### src/rtl/cipher_pkg.sv
// Shared types and constants for the LFSR byte cipher engine.
package cipher_pkg;

    typedef enum logic [2:0] {
        S_IDLE,
        S_TAP,
        S_RD,
        S_WR,
        S_FIN
    } state_t;

    localparam logic [7:0] TAP_BASE_DEF = 8'd130;
    localparam logic [3:0] MAX_TAP_IDX  = 4'd8;

endpackage

### src/rtl/lfsr7_step.sv
// One Fibonacci step of a 7-bit LFSR: shift left, feedback is parity of tapped bits.
module lfsr7_step (
    input  logic [6:0] state,
    input  logic [6:0] tap,
    output logic [6:0] next_state
);

    assign next_state = {state[5:0], ^(state & tap)};

endmodule

### src/rtl/lfsr_cipher_engine.sv
// Reads LEN plaintext bytes, XORs the low 7 bits with an LFSR keystream and
// writes ciphertext back to memory; tap pattern is fetched from a memory table.
module lfsr_cipher_engine
    import cipher_pkg::*;
#(
    parameter logic [7:0] SRC_BASE = 8'd0,
    parameter logic [7:0] DST_BASE = 8'd64,
    parameter int         LEN      = 64,
    parameter logic [7:0] TAP_BASE = TAP_BASE_DEF
) (
    input  logic       Clk,
    input  logic       Reset,
    input  logic       Start,
    input  logic [3:0] TapSel,
    input  logic [6:0] Seed,
    output logic [7:0] DataAddress,
    output logic       WriteEn,
    output logic [7:0] DataOut,
    input  logic [7:0] DataIn,
    output logic       Busy,
    output logic       Done,
    output logic       Err
);

    localparam logic [5:0] LAST_IDX = 6'(LEN - 1);

    state_t      state, state_nxt;
    logic [3:0]  tapsel_q;
    logic [6:0]  seed_q;
    logic [6:0]  tap_q;
    logic [6:0]  lfsr_q;
    logic [6:0]  lfsr_nxt;
    logic [5:0]  idx_q;
    logic [7:0]  data_q;
    logic        err_q;
    logic        tap_ok;
    logic        last;

    assign tap_ok = (tapsel_q <= MAX_TAP_IDX);
    assign last   = (idx_q == LAST_IDX);

    lfsr7_step u_step (
        .state      (lfsr_q),
        .tap        (tap_q),
        .next_state (lfsr_nxt)
    );

    always_comb begin
        state_nxt = state;
        case (state)
            S_IDLE:  if (Start) state_nxt = S_TAP;
            S_TAP:   state_nxt = tap_ok ? S_RD : S_FIN;
            S_RD:    state_nxt = S_WR;
            S_WR:    state_nxt = last ? S_FIN : S_RD;
            S_FIN:   state_nxt = S_IDLE;
            default: state_nxt = S_IDLE;
        endcase
    end

    // Memory-side outputs depend on registered state only, never on Start.
    always_comb begin
        DataAddress = 8'd0;
        WriteEn     = 1'b0;
        DataOut     = 8'd0;
        case (state)
            S_TAP: if (tap_ok) DataAddress = TAP_BASE + {4'd0, tapsel_q};
            S_RD:  DataAddress = SRC_BASE + {2'd0, idx_q};
            S_WR: begin
                DataAddress = DST_BASE + {2'd0, idx_q};
                WriteEn     = 1'b1;
                DataOut     = {data_q[7], data_q[6:0] ^ lfsr_q};
            end
            default: ;
        endcase
    end

    assign Busy = (state != S_IDLE);
    assign Done = (state == S_FIN);
    assign Err  = err_q;

    always_ff @(posedge Clk) begin
        if (Reset) begin
            state    <= S_IDLE;
            tapsel_q <= 4'd0;
            seed_q   <= 7'd0;
            tap_q    <= 7'd0;
            lfsr_q   <= 7'd0;
            idx_q    <= 6'd0;
            err_q    <= 1'b0;
        end else begin
            state <= state_nxt;
            case (state)
                S_IDLE: if (Start) begin
                    tapsel_q <= TapSel;
                    seed_q   <= Seed;
                    err_q    <= 1'b0;
                end
                S_TAP: if (tap_ok) begin
                    tap_q  <= DataIn[6:0];
                    // An all-zero seed would lock the LFSR, so substitute 1.
                    lfsr_q <= (seed_q == 7'd0) ? 7'h01 : seed_q;
                    idx_q  <= 6'd0;
                end else begin
                    err_q <= 1'b1;
                end
                S_WR: begin
                    lfsr_q <= lfsr_nxt;
                    idx_q  <= idx_q + 6'd1;
                end
                default: ;
            endcase
        end
    end

    always_ff @(posedge Clk) begin
        if (state == S_RD) data_q <= DataIn;
    end

endmodule

### config.mk
export PLATFORM = sky130hd
export DESIGN_NAME = lfsr_cipher_engine
export DESIGN_NICKNAME = d
export VERILOG_FILES = /design/src/rtl/cipher_pkg.sv /design/src/rtl/lfsr7_step.sv /design/src/rtl/lfsr_cipher_engine.sv
export SDC_FILE = /design/constraint.sdc
export NUM_CORES = 1
export LEC_CHECK = 0
export ABC_CLOCK_PERIOD_IN_PS = 2500
export CORE_MARGIN = 2
export CORE_UTILIZATION = 50
export CTS_CLUSTER_SIZE = 8
export DETAILED_ROUTE_END_ITERATION = 8
export PLACE_DENSITY = 0.75
export SLEW_MARGIN = 20
export SYNTH_ARGS = -nofsm -noshare
export SYNTH_HDL_FRONTEND = slang
export SYNTH_SLANG_ARGS = --single-unit
### constraint.sdc
create_clock -name Clk -period 2.5 [get_ports Clk]
set_clock_uncertainty 0.15 [all_clocks]
set_input_delay 0.75 -clock Clk [delete_from_list [all_inputs] [get_ports Clk]]
set_output_delay 0.75 -clock Clk [all_outputs]
set_load 0.05 [all_outputs]
Word level (Yosys, flattened, before mapping). Index checks and enable logic that the tools add are counted.

Divide/modulo/power cells: 0. Multipliers: 0. Bitwise gates (word level): 2. Reduce and logical (&&, ||, !) cells: 10. Equality and inequality tests: 8. Shift-type cells: 0. Add/subtract/negate cells: 3. Mux-type cells: 16. Order comparisons: 1.

Operator list (count): $pmux W8 S3 (1); $mux W8 (2); $mux W7 (2); $pmux W7 S2 (1); $pmux W3 S4 (1); $pmux W6 S2 (1); $mux W3 (3); $add A7 B6 Y8 const A (1); $add A8 B4 Y8 const A (1); $and A7 B7 Y7 (1); $logic_not A7 Y1 (1); $reduce_xor A7 Y1 (1); $xor A7 B7 Y7 (1); $add A6 B1 Y6 const B (1); $eq A3 B2 Y1 const B (2); $eq A6 B6 Y1 const B (1); $mux W6 (1); $ne A2 B2 Y1 const B (3); $reduce_and A2 Y1 (3); $le A4 B4 Y1 const B (1); $reduce_bool A2 Y1 (2); $eq A3 B1 Y1 const B (1); $eq A3 B3 Y1 const B (1); $logic_not A3 Y1 (1); 4 further kinds (6).

Memory bits (writable): 0. Memories kept: 0. Bits in read-only memories: 0. Output and inout bits: 20. Bits in latches: 0. Input port bits: 22. Logic and storage cells: 48. Bits in registers: 43.

Longest topological paths before layout. Gate-level depths: netlist of run 1.

Depth after elaboration: 4. Gate-level depth with buffers: 7. Mapped depth without buffers: 5.

Modules after synthesis. From an unflattened synthesis of run 1, not the netlist that was laid out.

Cells, all modules: 242. Area, all modules: 2145.8 um2.

By module, submodules not included: lfsr_cipher_engine (seq. area each 940.9 um2, area each 2011.9 um2, times used 1, cells each 225); lfsr7_step (seq. area each 0.0 um2, area each 133.9 um2, times used 1, cells each 17).

Least setup slack after synthesis of run 1. Ideal clock, no wire load.

Path kind: register to output. Start point: register tapsel_q[0]. End point: output DataAddress[3]. Data required time: 1600 ps. Path buffers: 1. Stages on the path, launching flop included: 5. Data arrival time: 2163 ps. Slack: -563 ps. Cells stage by stage: dfxtp_1 -> o31ai_4 -> nand3_4 -> buf_2 -> o21ai_0.

Longest elaborated chain between the ends: 3. Elaborated cells between the ends (all ways): 4. Those cells by class: add/sub (1); order compare (1); mux (2).

RTL lines: start: declaration (RTL line lfsr_cipher_engine.sv:28) `logic [3:0] tapsel_q;`; start signal: assignment (RTL line lfsr_cipher_engine.sv:94) `tapsel_q <= TapSel;`; $add A8 B4 Y8 or $le A4 B4 Y1 (tied branches) (RTL line lfsr_cipher_engine.sv:66, lfsr_cipher_engine.sv:39); $mux W8 (*) (RTL line lfsr_cipher_engine.sv:66) `S_TAP: if (tap_ok) DataAddress = TAP_BASE + {4'd0, tapsel_q};`; $pmux W8 S3 (*) (RTL line lfsr_cipher_engine.sv:65) `case (state)`; end: declaration (RTL line lfsr_cipher_engine.sv:16) `output logic [7:0] DataAddress,`.

Every way passes the cells marked *; elsewhere a longest branch is shown, timed or not.

Worst setup path after layout of run 1.
Start point: register tapsel_q[2]. End point: output DataAddress[7].

The elaborated chain is that of the path after synthesis.

==> results.yml, run 1 <==
status:
  status: "completed"
floorplanning:
  ios: 42
  die_h_um: 67.8
  initial_utilization: 0.513
  die_area_mm2: 0.00460
  core_mm2: 0.00397
  rows: 23
  fp.dieW_um: 67.8
hold_path:
  hold_path_class: "reg2reg"
clock_tree:
  clkTransAtPathRegs_ns: 0.07
  cts_buffers: 5
  htree_num_levels: 2
  clock_latency_ns: 0.29
  cts_tree: "done"
  clkSinkCount: 43
  clock_path_buffers: 2
  hold_buffers: 0
  ctsRootBufferMaster: "clkbuf_8"
logic_synthesis:
  synth_top_cell_area_share: 0.344
  ys_ff_latch: 43
  ys_top_cells_by_area: "dfxtp_1 (34%), edfxtp_1 (12%), nand2_1 (11%), a21oi_1 (6.4%), xnor2_1 (4.3%)"
  synthFlopType: "dfxtp_1"
  avgSynthCellArea_um2: 8.77
  yosysTopAreaCell: "dfxtp_1"
  syn_inst: 232
  synth_nets: 256
  ys_async_sr_fraction: 0
  ys_warn_count: 0
  synth-edff-count: 8
  syn_area_mm2: 0.00204
  synthDistinctLibCells: 39
  yosysSeqAreaShare: 0.462
routing:
  drc: 0
  detail-route-antenna-nets: 0
  first_iter_violations: 164
  vias: 1711
  viasPerCell: 5.06
  wirelength_mm: 4.28
  drt_pass1_iterations: 4
  wl_per_cell_um: 12.7
power:
  p_int_w: 0.00110
  p_leak_nw: 1.14
  seq_power_share: 0.512
  switching_power_w: 0.000427
  p_sw_frac: 0.279
  irDropWorstVdd_uv: 357
  totalPowerFinal_w: 0.00153
  pwr-share-comb: 0.220
  clockPowerShare: 0.269
  p_per_area_mw_per_mm2: 527
finish:
  synthToLayoutAreaGrowth_pct: 42.4
  drive_gt1_frac: 0.215
  nets: 312
  diodes: 0
global_routing:
  grt_overflow: 0
  grt_max_degree: 19
  grt_first_pass_wirelength_mm: 6.67
  grt_usage: 0.195
  grt_pass1_vias: 1484
  antenna_found_initial: 0
worst_setup_path:
  timing.rr.start: "tapsel_q[2]$_SDFFE_PP0P_"
  cp.required_ns: 1.60
  cp_slowest_cell: "dfxtp_1"
  critPathBufInv: 3
  endpoint_kind: "output pin"
  reg2regPathDepth: 7
  cp_num_cells: 5
  reg2reg_to: "lfsr_q[3]$_SDFFE_PP0P_"
  critPathKind: "reg2out"
  crit_end: "DataAddress[7]"
  cpPeakStageDelay_ns: 0.36
  cp.arrival_ns: 1.53
  crit_family: "buffers and inverters"
  crit_start: "tapsel_q[2]$_SDFFE_PP0P_"
  crit_fanout: 10
  path_cells: "o31ai_4 -> nand3_4 -> clkinv_8 -> buf_4 -> buf_12"
  critPathLaunchType: "register"
  r2r_slack_ns: 0.71
sta:
  fmax_mhz: 412
  post-route-min-period_ns: 2.43
  relSlewSlack: 0.673
  finalHoldViolCount: 0
  rsz0062_at_grt: "false"
  fin_tns_setup_ns: 0
  fin_crit_sh: 0.971
  final_max_slew_viol_count: 0
  worstMarginPinSlew_ns: 0.488
  setup-violations-final: 0
job:
  maxCapViolCount: 0
placement:
  gp_congestion: 0.855
  hpwlAfterDp_mm: 3.14
  place.port_buffers: 41
## cell type report
| cell class | instances | area [um^2] |
|---|---|---|
| clock buffer | 7 | 76.3 |
| fill | 311 | 1070 |
| inverter | 4 | 27.5 |
| multi-input combinational | 173 | 1040 |
| sequential | 43 | 942 |
| tap | 50 | 62.6 |
| timing repair buffer | 61 | 751 |
## synth_stat cells, types with 2 or more instances
library cell and number:
nand2b_1 3, ha_1 2, xnor2_1 10, and2_1 4, dfxtp_1 35, o21ai_0 7
clkbuf_1 5, a31oi_1 2, or3_1 2, a311oi_2 5, nor2_1 22, edfxtp_1 8
a21oi_1 26, a22o_1 2, nor3_1 5, inv_1 2, buf_2 3, xnor3_1 2
nand2_1 62, and3_1 3, nand3b_1 3, buf_4 2
## worst min path at each step
stage	depth (start not counted)	endpoint	slack [ns]	from
floorplan	2	tap_q[0]$_SDFFE_PP0N_	0.29	tap_q[0]$_SDFFE_PP0N_
global placement	2	tap_q[3]$_SDFFE_PP0N_	0.29	tap_q[3]$_SDFFE_PP0N_
detailed placement	2	tap_q[6]$_SDFFE_PP0N_	0.30	tap_q[6]$_SDFFE_PP0N_
CTS	2	tap_q[6]$_SDFFE_PP0N_	0.31	tap_q[6]$_SDFFE_PP0N_
global route	2	tap_q[6]$_SDFFE_PP0N_	0.33	tap_q[6]$_SDFFE_PP0N_
finish	2	tap_q[6]$_SDFFE_PP0N_	0.31	tap_q[6]$_SDFFE_PP0N_
## worst reg2reg max path: stages (launching register included)
cell and delay, ns:
dfxtp_1 0.36, o31ai_4 0.30, nand3_4 0.17, clkinv_8 0.07, buf_4 0.17, buf_4 0.16
nand2_1 0.08, a311oi_2 0.24
## cells by family after synthesis
kind of cell | count (synthesis) | synth area share
xor+xnor | 12 | 0.0651
buf+inv | 16 | 0.0412
simple gates | 112 | 0.250
fa+ha+maj | 2 | 0.0123
compound gates | 47 | 0.170
flops | 43 | 0.462
## flip-flops by register name, indices dropped and copies added (netlist names)
name / count
state: 3
Err: 1
data_q: 8
seed_q: 7
lfsr_q: 7
idx_q: 6
tapsel_q: 4
tap_q: 7
## layer usage
metal | global-route usage | wire length, um | up-vias
met2 | 0.304 | 2020 | 50
met3 | 0.0400 | 219 | 7
met1 | 0.263 | 1970 | 758
li1 | - | - | 896
met4 | 0.0825 | 76 | 0
met5 | 0 | 0 | -
## metrics by stage
step,instance area [um^2],utilization,hold slack [ns],setup WS (ns),cells
after CTS,2820,0.711,0.309,0.00330,330
after global routing,2900,0.730,0.328,0.00455,338
after floorplan,2050,-,0.286,0.00515,232
final,2900,0.730,0.306,0.0725,338
after detailed placement,2740,0.689,0.298,0.231,323
after global placement,2740,0.689,0.292,0.280,323
## timing repair
item	in CTS	in global routing
hold endpoints to repair	0	0
pin swaps	0	2
endpoints found under the setup margin	6	7
buffers inserted	0	8
gates resized for setup	2	3
## power groups by stage
stage	sequential [W]	combinational [W]	clock, W
final	0.000782	0.000336	0.000411
after global placement	0.000794	0.000306	0
after global routing	0.000787	0.000362	0.000434
after CTS	0.000780	0.000313	0.000414
after detailed placement	0.000796	0.000310	0
after floorplan	0.000784	0.000195	0
## cells in the final DEF, fill, tap and decap left out, types with 3 or more instances in the layout
master	n
nand2_1	62
dfxtp_1	34
a21oi_1	26
nor2_1	22
clkdlybuf4s50_1	22
buf_4	20
buf_12	19
xnor2_1	10
edfxtp_1	8
nor3_1	5
o21ai_0	5
a311oi_2	5
clkbuf_8	5
and2_1	4
nand2b_1	3
and3_1	3
nand3b_1	3
No activity file was read; power rests on OpenSTA's default activity.
==> run 2: changes to the inputs <==
--- a/config.mk
+++ b/config.mk
@@ -8,7 +8,7 @@
 export ABC_CLOCK_PERIOD_IN_PS = 2500
 export CORE_MARGIN = 2
 export CORE_UTILIZATION = 50
-export CTS_CLUSTER_SIZE = 8
+export CTS_CLUSTER_SIZE = 28
 export DETAILED_ROUTE_END_ITERATION = 8
 export PLACE_DENSITY = 0.75
 export SLEW_MARGIN = 20
==> results of run 2 <==
Same layout as run 1: the final DEF is identical, and so are final timing and power.
